[src/rtl/mem_pkg.sv]
// rtl/mem_pkg.sv - shared types for the scratchpad request arbiter
package mem_pkg;

  typedef enum logic {
    M_XRD = 1'b0,
    M_XWR = 1'b1
  } fcn_t;

  typedef enum logic [2:0] {
    MT_B  = 3'd1,
    MT_H  = 3'd2,
    MT_W  = 3'd3,
    MT_BU = 3'd5,
    MT_HU = 3'd6
  } typ_t;

  typedef enum logic [1:0] {
    IDLE  = 2'd0,
    ISSUE = 2'd1,
    WAIT  = 2'd2
  } arb_state_t;

  typedef enum logic {
    IMEM = 1'b0,
    DMEM = 1'b1
  } owner_t;

endpackage

[src/rtl/mem_arb_pick.sv]
// rtl/mem_arb_pick.sv - combinational winner select between imem and dmem
// On contention the port that did not win last time is chosen; a last_grant
// held at IMEM therefore degenerates to fixed dmem priority.
module mem_arb_pick
  import mem_pkg::*;
(
  input  logic   i_valid,
  input  logic   d_valid,
  input  owner_t last_grant,
  output logic   any_valid,
  output owner_t grant
);

  always_comb begin
    any_valid = i_valid | d_valid;
    grant     = IMEM;
    if (i_valid && d_valid) begin
      grant = (last_grant == IMEM) ? DMEM : IMEM;
    end else if (d_valid) begin
      grant = DMEM;
    end
  end

endmodule

[src/rtl/mem_arbiter.sv]
// rtl/mem_arbiter.sv - single-outstanding imem/dmem arbiter for one scratchpad port
// Define MEM_ARB_RR_EN for round-robin on contention; default is fixed dmem priority.
module mem_arbiter
  import mem_pkg::*;
#(
  parameter int AW  = 32,
  parameter int DW  = 32,
  parameter int TOW = 8
) (
  input  logic          clk,
  input  logic          rst_n,
  input  logic          i_req_valid,
  output logic          i_req_ready,
  input  logic [AW-1:0] i_req_addr,
  output logic          i_resp_valid,
  output logic [DW-1:0] i_resp_data,
  input  logic          d_req_valid,
  output logic          d_req_ready,
  input  logic [AW-1:0] d_req_addr,
  input  logic [DW-1:0] d_req_data,
  input  logic          d_req_fcn,
  input  logic [2:0]    d_req_typ,
  output logic          d_resp_valid,
  output logic [DW-1:0] d_resp_data,
  output logic          m_req_valid,
  input  logic          m_req_ready,
  output logic [AW-1:0] m_req_addr,
  output logic [DW-1:0] m_req_data,
  output logic          m_req_fcn,
  output logic [2:0]    m_req_typ,
  input  logic          m_resp_valid,
  input  logic [DW-1:0] m_resp_data,
  output logic          err
);

  // Counter value in the WAIT cycle whose increment would reach 2**TOW-1.
  localparam logic [TOW-1:0] CNT_FIRE = {{(TOW-1){1'b1}}, 1'b0};

  arb_state_t     state_q, state_d;
  owner_t         owner_q, owner_d;
  logic [AW-1:0]  addr_q, addr_d;
  logic [DW-1:0]  data_q, data_d;
  logic           fcn_q, fcn_d;
  logic [2:0]     typ_q, typ_d;
  logic [TOW-1:0] cnt_q, cnt_d;
  logic           err_q, err_d;
  logic           any_valid;
  owner_t         grant;
  owner_t         last_grant_q;

  mem_arb_pick u_pick (
    .i_valid    (i_req_valid),
    .d_valid    (d_req_valid),
    .last_grant (last_grant_q),
    .any_valid  (any_valid),
    .grant      (grant)
  );

`ifdef MEM_ARB_RR_EN
  owner_t last_grant_d;

  always_comb begin
    last_grant_d = last_grant_q;
    if (state_q == IDLE && any_valid) last_grant_d = grant;
  end

  always_ff @(posedge clk or negedge rst_n) begin
    if (!rst_n) last_grant_q <= IMEM;
    else        last_grant_q <= last_grant_d;
  end
`else
  assign last_grant_q = IMEM;
`endif

  always_comb begin
    state_d      = state_q;
    owner_d      = owner_q;
    addr_d       = addr_q;
    data_d       = data_q;
    fcn_d        = fcn_q;
    typ_d        = typ_q;
    cnt_d        = cnt_q;
    err_d        = err_q;
    i_req_ready  = 1'b0;
    d_req_ready  = 1'b0;
    i_resp_valid = 1'b0;
    d_resp_valid = 1'b0;
    m_req_valid  = 1'b0;
    case (state_q)
      IDLE: begin
        if (m_resp_valid) err_d = 1'b1;
        if (any_valid) begin
          owner_d = grant;
          state_d = ISSUE;
          if (grant == DMEM) begin
            d_req_ready = 1'b1;
            addr_d      = d_req_addr;
            data_d      = d_req_data;
            fcn_d       = d_req_fcn;
            typ_d       = d_req_typ;
          end else begin
            i_req_ready = 1'b1;
            addr_d      = i_req_addr;
            data_d      = '0;
            fcn_d       = M_XRD;
            typ_d       = MT_W;
          end
        end
      end
      ISSUE: begin
        m_req_valid = 1'b1;
        if (m_resp_valid) err_d = 1'b1;
        if (m_req_ready) begin
          state_d = WAIT;
          cnt_d   = '0;
        end
      end
      WAIT: begin
        if (m_resp_valid) begin
          i_resp_valid = (owner_q == IMEM);
          d_resp_valid = (owner_q == DMEM);
          state_d      = IDLE;
        end else if (cnt_q == CNT_FIRE) begin
          err_d   = 1'b1;
          state_d = IDLE;
        end else begin
          cnt_d = cnt_q + 1'b1;
        end
      end
      default: state_d = IDLE;
    endcase
  end

  always_ff @(posedge clk or negedge rst_n) begin
    if (!rst_n) begin
      state_q <= IDLE;
      owner_q <= IMEM;
      addr_q  <= '0;
      data_q  <= '0;
      fcn_q   <= 1'b0;
      typ_q   <= '0;
      cnt_q   <= '0;
      err_q   <= 1'b0;
    end else begin
      state_q <= state_d;
      owner_q <= owner_d;
      addr_q  <= addr_d;
      data_q  <= data_d;
      fcn_q   <= fcn_d;
      typ_q   <= typ_d;
      cnt_q   <= cnt_d;
      err_q   <= err_d;
    end
  end

  assign m_req_addr  = addr_q;
  assign m_req_data  = data_q;
  assign m_req_fcn   = fcn_q;
  assign m_req_typ   = typ_q;
  assign i_resp_data = m_resp_data;
  assign d_resp_data = m_resp_data;
  assign err         = err_q;

endmodule

[config.mk]
export PLATFORM = sky130hd
export DESIGN_NAME = mem_arbiter
export DESIGN_NICKNAME = d
export VERILOG_FILES = /design/src/rtl/mem_pkg.sv /design/src/rtl/mem_arb_pick.sv /design/src/rtl/mem_arbiter.sv
export SDC_FILE = /design/constraint.sdc
export NUM_CORES = 1
export LEC_CHECK = 0
export ABC_AREA = 1
export BUFFER_PORTS_ARGS = -buffer_cell sky130_fd_sc_hd__buf_4
export CAP_MARGIN = 40
export CORE_AREA = 2 2 109 111
export DETAILED_ROUTE_END_ITERATION = 8
export DIE_AREA = 0 0 111 113
export GPL_TIMING_DRIVEN = 0
export PLACE_DENSITY_LB_ADDON = 0.08
export REMOVE_ABC_BUFFERS = 1
export SLEW_MARGIN = 25
export SYNTH_ARGS = -nofsm -noshare
export SYNTH_HDL_FRONTEND = slang
export SYNTH_HIERARCHICAL = 1
export SYNTH_SLANG_ARGS = --single-unit
[constraint.sdc]
create_clock -name clk -period 1.3 [get_ports clk]
set_input_delay 0.195 -clock clk [delete_from_list [all_inputs] [get_ports clk]]
set_output_delay 0.195 -clock clk [all_outputs]
set_load 0.02 [all_outputs]
==> impl_results.md <==
- Worst path bufs/invs: 4
- Vias in the first global route: 3568
- Crit path largest cell delay: 410 ps
- Final #Nets: slightly above 700
- Die height: 113 µm
- PD cells: 2400 mW/mm²
- DRC Markers: 0
- Top FF cell, synth: dfrtp_1
- Worst relative slew slack: between 50% and 60%
- Fill cell total of the finished layout: approximately 1100
- Final setup viols: 73
- Crit end category: output port
- Period utilization: 125%
- Worst slew pin tran: between 700 and 800 ps
- Leakage power: between 3 and 4 nW
- Final Routed Wirelength: about 14000 µm
- Peak VDD IR: approximately 970 µV
- Final critical-path required period: between 1500 and 2000 ps
- # port buffers: ~180
- PnR worst setup slack: -329 ps
- Failing checks: negative setup slack
- Number of inserted diodes: 0
- Most area-hungry cell type in the Yosys netlist: dfrtp_1
- Final ANT Viol Nets: 0
- Max Cap Viol: 0
- CTS tree: built
- Met2 Use GR: 31.2%
- Die width: ~110 µm
- Drt initial violations: 153
- Ys Warns: 6
- Drt first pass iters: 4
- CP top delay family: buffers and inverters
- CP Data Required Time: ~1100 ps
- Grt peak-use layer: met2
- CP Cell Sequence: inv_4, nand3_4, nor2_4, clkbuf_16, buf_12, buf_8
- CP max FO: 3
- Vias: about 3500
- Fin. max-slew vios: 0
- Clk_skew: 7.02 ps
- Worst hold margin: 51.2 ps
- Post-synth EDFFs: 0
- Die ar.: ~0.013 mm²
- Post-synthesis register bit count: 80
- Initial Utilization: roughly 34%
- Met1 usage: between 20% and 30%
- Startpoint Class: flop
- Top-Level Pins: about 280
- FMAX: 614 MHz
- Syn Area/Cell: between 9 and 10 µm²
- CTS Buf Count: 9
- Seq/Total Area, Yosys: between 50% and 60%
- H-Tree Depth: 3
- Largest net degree at the start of global routing: 81
- Final hold violations: 0
- Final Util: a little over half
- HPWL after DPL: between 9000 and 10000 µm
- DR WL/cell: roughly 20 µm
- Area of the core: between 0.01 and 0.015 mm²
- Asr flop ratio synth: between 90% and 100%
- Outcome: finished, violations left
- Max stage delay cell, worst path: dfrtp_1
- Cells after Synth: between 400 and 500
- Reg clk slew, reported paths: 60 ps
- RD Place Congestion: 0.734
- RSZ-0062 raised after global routing: true
- Clock buffer depth: 2
- Sink Count: 80
- Gr usage total: between 20 and 25%
- Area Overhead vs Synth: 56.4%
- Root Buffer: clkbuf_16
- Distinct cell type count after synthesis: 26
- HP Class: in -> reg
- Global-route wire length before repair: approximately 21000 µm
- Crit path DAT: between 1000 and 1500 ps
- Initial antenna violation count: 0
- WS Path Type: reg -> out
- Yosys top cell area share: approximately half
- Top cells by area in the synthesized netlist: dfrtp_1 52%, buf_4 13%, nand2_1 12%
- Mapped Area: between 0.003 and 0.004 mm²
- Share of cells above drive strength 1: 50.6%
- Clk Latency, worst-skew pair: about 340 ps
- GRT Residual Overflow: 0
- Routing usage on met3: between 10% and 20%
- Row count: 39
- Vias/cell: 4.93
## power breakdown
part | internal, mW | switching [mW] | leakage [nW] | total, mW
registers | 3.58 | 0.634 | 1.02 | 4.22
logic | 3.49 | 3.88 | 1.90 | 7.36
clock network | 1.84 | 1.01 | 0.161 | 2.85
## kinds of logic (layout without fill, tap and decap cells)
| family | after synthesis | after routing | share of synthesized area (%) |
|---|---|---|---|
| adder cells (fa/ha/maj) | 2 | 2 | 0.650 |
| XOR/XNOR | 1 | 1 | 0.227 |
| AO/OA/AOI/OAI | 48 | 49 | 10.1 |
| flip-flops | 80 | 80 | 52.0 |
| buffers and inverters | 99 | 258 | 16.5 |
| other | 1 | 1 | 0.0974 |
| AND/OR/NAND/NOR | 184 | 186 | 20.5 |
## stage by stage
| stage | instances | total power [mW] | instance area, µm² | TNS (ps) | worst slack (ps) |
|---|---|---|---|---|---|
| 2_1_floorplan | 334 | 7.24 | 3280 | -105170 | -1550 |
| 3_5_place_dp | 661 | 10.2 | 4940 | -59010 | -1080 |
| 6_report | 720 | 14.4 | 6020 | -12180 | -329 |
| 4_1_cts | 710 | 14.0 | 5750 | -11120 | -343 |
| 5_1_grt | 720 | 15.3 | 6020 | -15350 | -365 |
| 3_3_place_gp | 656 | 9.89 | 4810 | -201180 | -3080 |
## flip-flops by register name, indices dropped and copies added (netlist names)
| name | flops |
|---|---|
| m_req_addr | 32 |
| m_req_data | 32 |
| cnt_q | 8 |
| m_req_typ | 3 |
| state_q | 2 |
| err | 1 |
| m_req_fcn | 1 |
| owner_q | 1 |
## cells in the final DEF (no fill, tap or decap), types with 3 or more instances in the layout
cell type,n
nand3_1,29
inv_2,4
o21ai_1,6
buf_6,12
buf_12,7
dfrtp_1,80
nor2_4,6
clkbuf_16,12
inv_1,13
nand2_4,5
nand2_1,103
nand3_2,13
nand2_2,14
clkbuf_8,3
buf_4,193
buf_16,5
a22o_1,34
nor2_1,8
buf_8,3
## layout make-up
| class | count | area, µm² | share of cell area, % |
|---|---|---|---|
| Clock inverter | 4 | 75.1 | 1.25 |
| Clock buffer | 12 | 267 | 4.42 |
| Inverter | 18 | 70.1 | 1.16 |
| Multi-Input combinational cell | 239 | 1440 | 23.9 |
| Tap cell | 143 | 179 | 2.97 |
| Sequential cell | 80 | 2000 | 33.2 |
| Timing Repair Buffer | 224 | 1990 | 33.1 |
## layer usage
metal	part of all wire, %	wire [µm]
met1	40	5710
met2	43	6180
met3	13	1880
met4	2.4	346
met5	0.75	106
## final timing paths
check | slack [ps] | depth (start not counted) | end | startpoint
worst min register to register | 500 | 2 | m_req_addr[12] | m_req_addr[12]
worst max register to register | -290 | 9 | m_req_data[7] | state_q[0]
min in group asynchronous | 480 | 2 | m_req_data[18] | rst_n
worst min-delay path | 50 | 2 | state_q[0] | m_req_ready
max in group asynchronous | 340 | 2 | m_req_data[23] | rst_n
worst max-delay path | -330 | 6 | d_req_ready | state_q[0]
## synth_stat cells, types with 2 or more instances
cell type  number
nand2_1       120
dfrtp_1        80
buf_4          67
nand3_1        41
a22o_1         34
inv_1          15
nor2_1         12
buf_2           9
a21oi_1         4
clkbuf_1        4
o21ai_0         4
inv_2           3
nand2_2         3
ha_1            2
nor2_2          2
nor2_4          2
nor3_1          2
o21ai_1         2
o22a_1          2
## timing repair
action / 4_1_cts / 5_1_grt
endpoints found under the hold margin: 80 / 0
hold buffers: 1 / 0
setup buffers: 25 / 12
pin swaps: 7 / 13
resized for setup: 30 / 59
endpoints found under the setup margin: 82 / 84
cloned: 7 / 1
No activity file was read; power rests on OpenSTA's default activity.
